`config.mk`:
```
export PLATFORM = sky130hd
export DESIGN_NAME = hazard_ctrl
export DESIGN_NICKNAME = d
export VERILOG_FILES = /design/src/rtl/hazard_pkg.sv /design/src/rtl/hazard_ctrl_forward_unit.sv /design/src/rtl/hazard_ctrl.sv
export SDC_FILE = /design/constraint.sdc
export NUM_CORES = 1
export LEC_CHECK = 0
export ABC_AREA = 1
export CAP_MARGIN = 20
export CORE_UTILIZATION = 31
export CTS_CLUSTER_SIZE = 8
export DETAILED_ROUTE_END_ITERATION = 7
export GPL_ROUTABILITY_DRIVEN = 1
export PLACE_DENSITY_LB_ADDON = 0.15
export SYNTH_ARGS = -nofsm -noshare
export SYNTH_HDL_FRONTEND = slang
export SYNTH_SLANG_ARGS = --single-unit
```
`constraint.sdc`:
```
create_clock -name clk -period 1.1 [get_ports clk]
set_input_delay 0.11 -clock clk [delete_from_list [all_inputs] [get_ports clk]]
set_output_delay 0.11 -clock clk [all_outputs]
set_load 0.1 [all_outputs]
```
`src/rtl/hazard_pkg.sv`:
```
// hazard_pkg: shared FSM state type and ALU operand forwarding selects
package hazard_pkg;
    typedef enum logic {RUN, STALL} state_t;
    localparam logic [1:0] FWD_RF  = 2'b00;
    localparam logic [1:0] FWD_MEM = 2'b10;
    localparam logic [1:0] FWD_WB  = 2'b01;
endpackage

```
`src/rtl/hazard_ctrl_forward_unit.sv`:
```
// forward_unit: picks the newest producer of one EX source register, never x0
module forward_unit
    import hazard_pkg::*;
(
    input  logic [4:0] ex_rs,
    input  logic [4:0] mem_rd,
    input  logic       mem_regwrite,
    input  logic [4:0] wb_rd,
    input  logic       wb_regwrite,
    output logic [1:0] fwd
);
    assign fwd = (mem_regwrite && mem_rd != 5'd0 && mem_rd == ex_rs) ? FWD_MEM :
                 (wb_regwrite && wb_rd != 5'd0 && wb_rd == ex_rs)    ? FWD_WB  : FWD_RF;
endmodule

```
`src/rtl/hazard_ctrl.sv`:
```
// hazard_ctrl: load-use stall / taken-branch flush control plus operand forwarding
// Define HAZARD_PERF_EN to build the saturating stall/flush performance counters.
module hazard_ctrl
    import hazard_pkg::*;
#(
    parameter int LOAD_LAT = 1
) (
    input  logic        clk,
    input  logic        rst,
    input  logic [4:0]  id_rs1,
    input  logic [4:0]  id_rs2,
    input  logic [4:0]  ex_rs1,
    input  logic [4:0]  ex_rs2,
    input  logic [4:0]  ex_rd,
    input  logic        ex_memread,
    input  logic        ex_branch_taken,
    input  logic [4:0]  mem_rd,
    input  logic        mem_regwrite,
    input  logic [4:0]  wb_rd,
    input  logic        wb_regwrite,
    output logic        pc_en,
    output logic        ifid_en,
    output logic        ifid_flush,
    output logic        idex_flush,
    output logic [1:0]  fwd_a,
    output logic [1:0]  fwd_b,
    output logic [15:0] stall_cycles,
    output logic [15:0] flush_count
);
    state_t     state, state_nx;
    logic [1:0] stall_cnt, cnt_nx;
    logic       load_use;

    assign load_use = ex_memread && ex_rd != 5'd0 && (ex_rd == id_rs1 || ex_rd == id_rs2);

    // The detection cycle is the first stall cycle, so STALL covers the remaining LOAD_LAT-1.
    always_comb begin
        pc_en      = 1'b1;
        ifid_en    = 1'b1;
        ifid_flush = 1'b0;
        idex_flush = 1'b0;
        state_nx   = state;
        cnt_nx     = stall_cnt;
        if (rst) begin
            pc_en      = 1'b0;
            ifid_en    = 1'b0;
            ifid_flush = 1'b1;
            idex_flush = 1'b1;
            state_nx   = RUN;
            cnt_nx     = 2'd0;
        end else if (ex_branch_taken) begin
            ifid_flush = 1'b1;
            idex_flush = 1'b1;
            state_nx   = RUN;
            cnt_nx     = 2'd0;
        end else if (state == STALL) begin
            pc_en      = 1'b0;
            ifid_en    = 1'b0;
            idex_flush = 1'b1;
            state_nx   = (stall_cnt <= 2'd1) ? RUN : STALL;
            cnt_nx     = (stall_cnt <= 2'd1) ? 2'd0 : stall_cnt - 2'd1;
        end else if (load_use) begin
            pc_en      = 1'b0;
            ifid_en    = 1'b0;
            idex_flush = 1'b1;
            state_nx   = (LOAD_LAT > 1) ? STALL : RUN;
            cnt_nx     = (LOAD_LAT > 1) ? 2'(LOAD_LAT - 1) : 2'd0;
        end
    end

    always_ff @(posedge clk) begin
        if (rst) begin
            state     <= RUN;
            stall_cnt <= 2'd0;
        end else begin
            state     <= state_nx;
            stall_cnt <= cnt_nx;
        end
    end

    forward_unit u_fwd_a (
        .ex_rs(ex_rs1), .mem_rd(mem_rd), .mem_regwrite(mem_regwrite),
        .wb_rd(wb_rd), .wb_regwrite(wb_regwrite), .fwd(fwd_a)
    );

    forward_unit u_fwd_b (
        .ex_rs(ex_rs2), .mem_rd(mem_rd), .mem_regwrite(mem_regwrite),
        .wb_rd(wb_rd), .wb_regwrite(wb_regwrite), .fwd(fwd_b)
    );

`ifdef HAZARD_PERF_EN
    logic [15:0] stall_q, flush_q;

    always_ff @(posedge clk) begin
        if (rst) begin
            stall_q <= 16'd0;
            flush_q <= 16'd0;
        end else begin
            if (!pc_en && stall_q != 16'hFFFF) stall_q <= stall_q + 16'd1;
            if (ifid_flush && flush_q != 16'hFFFF) flush_q <= flush_q + 16'd1;
        end
    end

    assign stall_cycles = stall_q;
    assign flush_count  = flush_q;
`else
    assign stall_cycles = 16'd0;
    assign flush_count  = 16'd0;
`endif
endmodule

```
Yosys cells after proc, flatten, opt, wreduce, memory -nomap -nowiden

Index checks and enable logic that the tools add are counted.

Register bits after elaboration: 3
Bits in latches: 0
Bits in writable memories: 0
Bits in read-only memories: 0
Input port bits: 41
Logic and storage cells: 44
Memories: 0

$add $sub $neg: 1
Multiply operators: 0
Div/mod/pow operators: 0
Order comparisons: 1
Eq/ne operators: 6
Shift operators: 0
Multiplexer cells: 18
Bitwise operators: 1
Reductions and logical operators: 15

Operators with widths:

| operator              | count |
|---|---|
| $eq A5 B5 Y1          | 6 |
| $reduce_bool A5 Y1    | 3 |
| $mux W1               | 13 |
| $mux W2               | 5 |
| $logic_and A1 B1 Y1   | 8 |
| $reduce_or A3 Y1      | 1 |
| $le A2 B1 Y1 const B  | 1 |
| $reduce_bool A2 Y1    | 1 |
| $reduce_or A2 Y1      | 1 |
| $sub A2 B1 Y2 const B | 1 |
| $logic_or A1 B1 Y1    | 1 |
| $not A1 Y1            | 1 |

Logic depth before layout (Yosys ltp)

Depth after elaboration: 7
Mapped depth: 10

By module

A second synthesis with hierarchy kept.

Cell total of the unflattened synthesis: 202
Area, all modules: 1037.2 um^2

By module, submodules not included:

| module       | instances | cells each | area each (um^2) |
|---|---|---|---|
| hazard_ctrl  | 1         | 102        | 609.3 |
| forward_unit | 2         | 50         | 214.0 |

Worst setup path before layout

Ideal clock, no wire load.

Kind: input-to-output
Start point: in mem_rd[3]
End point: out fwd_a[0]
Arrival: 2231 ps
Slack: -1241 ps
Cell stages on the path: 3
Path buffers: 0
Path through: xor2_1 > nor4_4 > nor2_1

Word-level cells in the longest chain between the ends: 4

RTL lines:

| what                    | RTL line                       | RTL |
|---|---|---|
| start: declaration      | hazard_ctrl.sv:17              | `input logic [4:0] mem_rd,` |
| $reduce_bool A5 Y1      | hazard_ctrl_forward_unit.sv:12 | `assign fwd = (mem_regwrite && mem_rd != 5'd0 && mem_rd == ex_rs) ? FWD_MEM :` |
| $logic_and A1 B1 Y1     | hazard_ctrl_forward_unit.sv:12 |  |
| $logic_and A1 B1 Y1 (*) | hazard_ctrl_forward_unit.sv:12 |  |
| $mux W2 (*)             | hazard_ctrl_forward_unit.sv:12 |  |
| end: declaration        | hazard_ctrl.sv:25              | `output logic [1:0] fwd_a,` |

Mark *: on every way between the ends. The rest lies on a longest branch, timed or not.

Final worst setup path

Start point: in ex_memread
End point: out pc_en

Word-level cells in the longest chain between the ends: 6

RTL lines:

| what                             | RTL line          | RTL |
|---|---|---|
| start: declaration               | hazard_ctrl.sv:15 | `input logic ex_memread,` |
| $logic_and A1 B1 Y1 (2 in a row) | hazard_ctrl.sv:34 | `assign load_use = ex_memread && ex_rd != 5'd0 && (ex_rd == id_rs1 \|\| ex_rd == id_rs2);` |
| $mux W1                          | hazard_ctrl.sv:62 | `end else if (load_use) begin` |
| $mux W1                          | hazard_ctrl.sv:56 | `end else if (state == STALL) begin` |
| $mux W1                          | hazard_ctrl.sv:51 | `end else if (ex_branch_taken) begin` |
| $mux W1                          | hazard_ctrl.sv:44 | `if (rst) begin` |
| end: declaration                 | hazard_ctrl.sv:21 | `output logic pc_en,` |

No other way between the ends.

==> impl_metrics.yaml <==
cells_and_area:
  final_util: 0.645
  antenna_cells: 0
  layout.nets: 248
  drive_gt1_frac: 0.515
  fin_area_um2: 1780
  syn_to_final_growth_pct: 98.6
clock_network:
  clock_latency_ns: 0.24
  clk_pin_slew_worst_paths_ns: 0.04
  ctsHoldBuffers: 0
  clock-root-buffer: "clkbuf_4"
  cts_tree: "done"
  clock_sinks: 3
  clock_path_buffers: 2
  cts_buffers: 3
  htree_levels: 1
worst_setup_path:
  crit_top_cell: "nand2_4"
  critical_path_cell_count: 7
  r2r_cells: 5
  cpMaxStageDelayCell: "clkdlybuf4s50_1"
  arrival_ns: 1.22
  cp_num_buf_inv: 3
  cp.required_ns: 0.99
  cp_top_family: "buffers and inverters"
  critical_path.max_stage_delay_ns: 0.43
  critPathLaunchType: "input pin"
  path_max_fanout: 2
  path_cells: "clkdlybuf4s50_1 -> o21ai_2 -> inv_2 -> nand2_4 -> nand2_4 -> a21oi_4 -> buf_12"
  path_class: "in2out"
  endpoint_kind: "output pin"
detailed_routing:
  dr.pass1.iters: 4
  drc: 0
  ant_nets: 0
  wl_met2_mm: 1.38
  wl_met3_um: 131
  drtIter0Drc: 9
  routedWlPerCell_um: 10.3
  num_vias: 971
  totalWireLength_mm: 2.44
  met1_length_um: 917
  via_per_inst: 4.10
  routed.top_layer: "met4"
power_and_ir_drop:
  peakVddDrop_mv: 0.560
  cellPowerDensity_nw_per_um2: 795
  power.total_w: 0.00141
  power.leakage_nw: 0.895
global_routing:
  gr-usage-all-layers: 0.168
  grt_pass1_wl_mm: 4.10
  grt-ovfl-total: 0
  grt_pass1_vias: 946
  grt_start_max_net_pins: 5
  antenna_found_initial: 0
yosys:
  synth_area_um2: 896
  ys_async_sr_fraction: 0
  synthDominantCellAreaShare: 0.277
  ys_types: 22
  avgSynthCellArea_um2: 6.49
  yosysWarnings: 0
  synth.most_common_cell: "buf_4"
  synth_top_area_cell: "buf_4"
  ys_top_cells_by_count: "buf_4 (33), nand2_1 (26), nor2_1 (13)"
  synth.area.top_cells: "buf_4 (28%), xnor2_1 (12%), nand2_1 (11%), xor2_1 (9.8%), dfxtp_1 (6.7%)"
  synth_flop_cell: "dfxtp_1"
  ys_ff_latch: 3
  synth-edff-count: 0
  syn_inst: 138
  yosysSeqAreaShare: 0.0670
sta:
  max_freq_mhz: 750
  fin_tns_setup_ns: -1.19
  drv_slew: 0
  report.final.hold_viol_count: 0
  final.setup_skew_ns: 0.00461
  rsz0062_at_grt: "true"
  fin_crit_ns: 1.33
  finalWorstSetupSlack_ns: -0.233
  setup_violations: 7
  finalCritPeriodShare: 1.21
floorplan:
  start_util: 0.325
  core_area_um2: 2760
  die_h_um: 55.8
  rows: 19
  fp.dieW_um: 55.8
  die_area_um2: 3110
  pin_count: 81
run:
  maxCapViolCount: 0
placement:
  dp_hpwl_mm: 2.03
  place_area_um2: 1600
  port_buffers: 48
  place.gp.congestion: 0.773
worst_hold_path:
  holdPathStages: 4
  hold_path_class: "in2reg"
outcome:
  violations: "negative setup slack"
  status: "finished with violations"
-- final cells by class --
class / count / area, um2
clock buffer: 4 / 26.3
fill: 245 / 978
inverter: 17 / 96.3
multi-input combinational: 116 / 878
sequential: 3 / 60.1
tap: 31 / 38.8
timing repair buffer: 66 / 679
-- routing by layer --
metal  vias to the layer above  GRT usage
met2                        41      0.327
met3                         2     0.0279
met4                         0     0.0429
li1                        492          -
met1                       436      0.185
met5                         -          0
-- stage by stage --
stage / worst slack (ns) / cells / hold slack [ns]
detailed placement: -0.724 / 232 / 0.461
global placement: -0.716 / 232 / 0.453
global route: -0.283 / 237 / 0.310
CTS: -0.259 / 237 / 0.462
finish: -0.233 / 237 / 0.269
floorplan: -0.916 / 169 / 0.305
-- worst reg2reg max path: cells and delay by family (launching register included) --
| family | cells | cell delay (ns) |
|---|---|---|
| and+or+nand+nor | 1 | 0.08 |
| DFF | 1 | 0.36 |
| buffers and inverters | 3 | 0.30 |
| AOI/OAI and AO/OA | 1 | 0.05 |
-- final timing paths --
kind                                      to  slack (ns)       startpoint
worst max-delay path                   pc_en       -0.23       ex_memread
worst min-delay path                   state        0.27  ex_branch_taken
worst max register to register  stall_cnt[0]        0.20            state
worst min register to register         state        0.46     stall_cnt[1]
-- placed cells by master, fill, tap and decap left out, types with 5 or more instances in the layout --
| cell type | instances |
|---|---|
| nor2_1 | 6 |
| xor2_1 | 5 |
| dlygate4sd2_1 | 5 |
| buf_6 | 15 |
| buf_12 | 9 |
| xnor2_2 | 6 |
| buf_4 | 10 |
| inv_1 | 10 |
| conb_1 | 32 |
| buf_2 | 12 |
| nand2_1 | 20 |
| xnor2_1 | 5 |
| nand2_2 | 6 |
-- cell families after synthesis --
logic type / share of synthesized area
other cells: 0.00419
compound gates: 0.0559
xor+xnor: 0.215
simple gates: 0.304
buf+inv: 0.353
flops: 0.0670
-- what timing repair did --
item | CTS | global route
setup endpoints to repair | 10 | 10
gates resized for setup | 142 | 46
pin swaps | 33 | 25
buffers inserted | 1 | 1
-- report_power, final --
group,total [W],internal (W),switching (W)
clock,0.000197,0.000136,0.0000609
combinational,0.00111,0.000314,0.000794
sequential,0.000109,0.000109,0
-- state kept, by name, indices dropped and copies added, names as in the netlist --
name	flops
stall_cnt	2
state	1
Power figures use the tool's default switching activity.
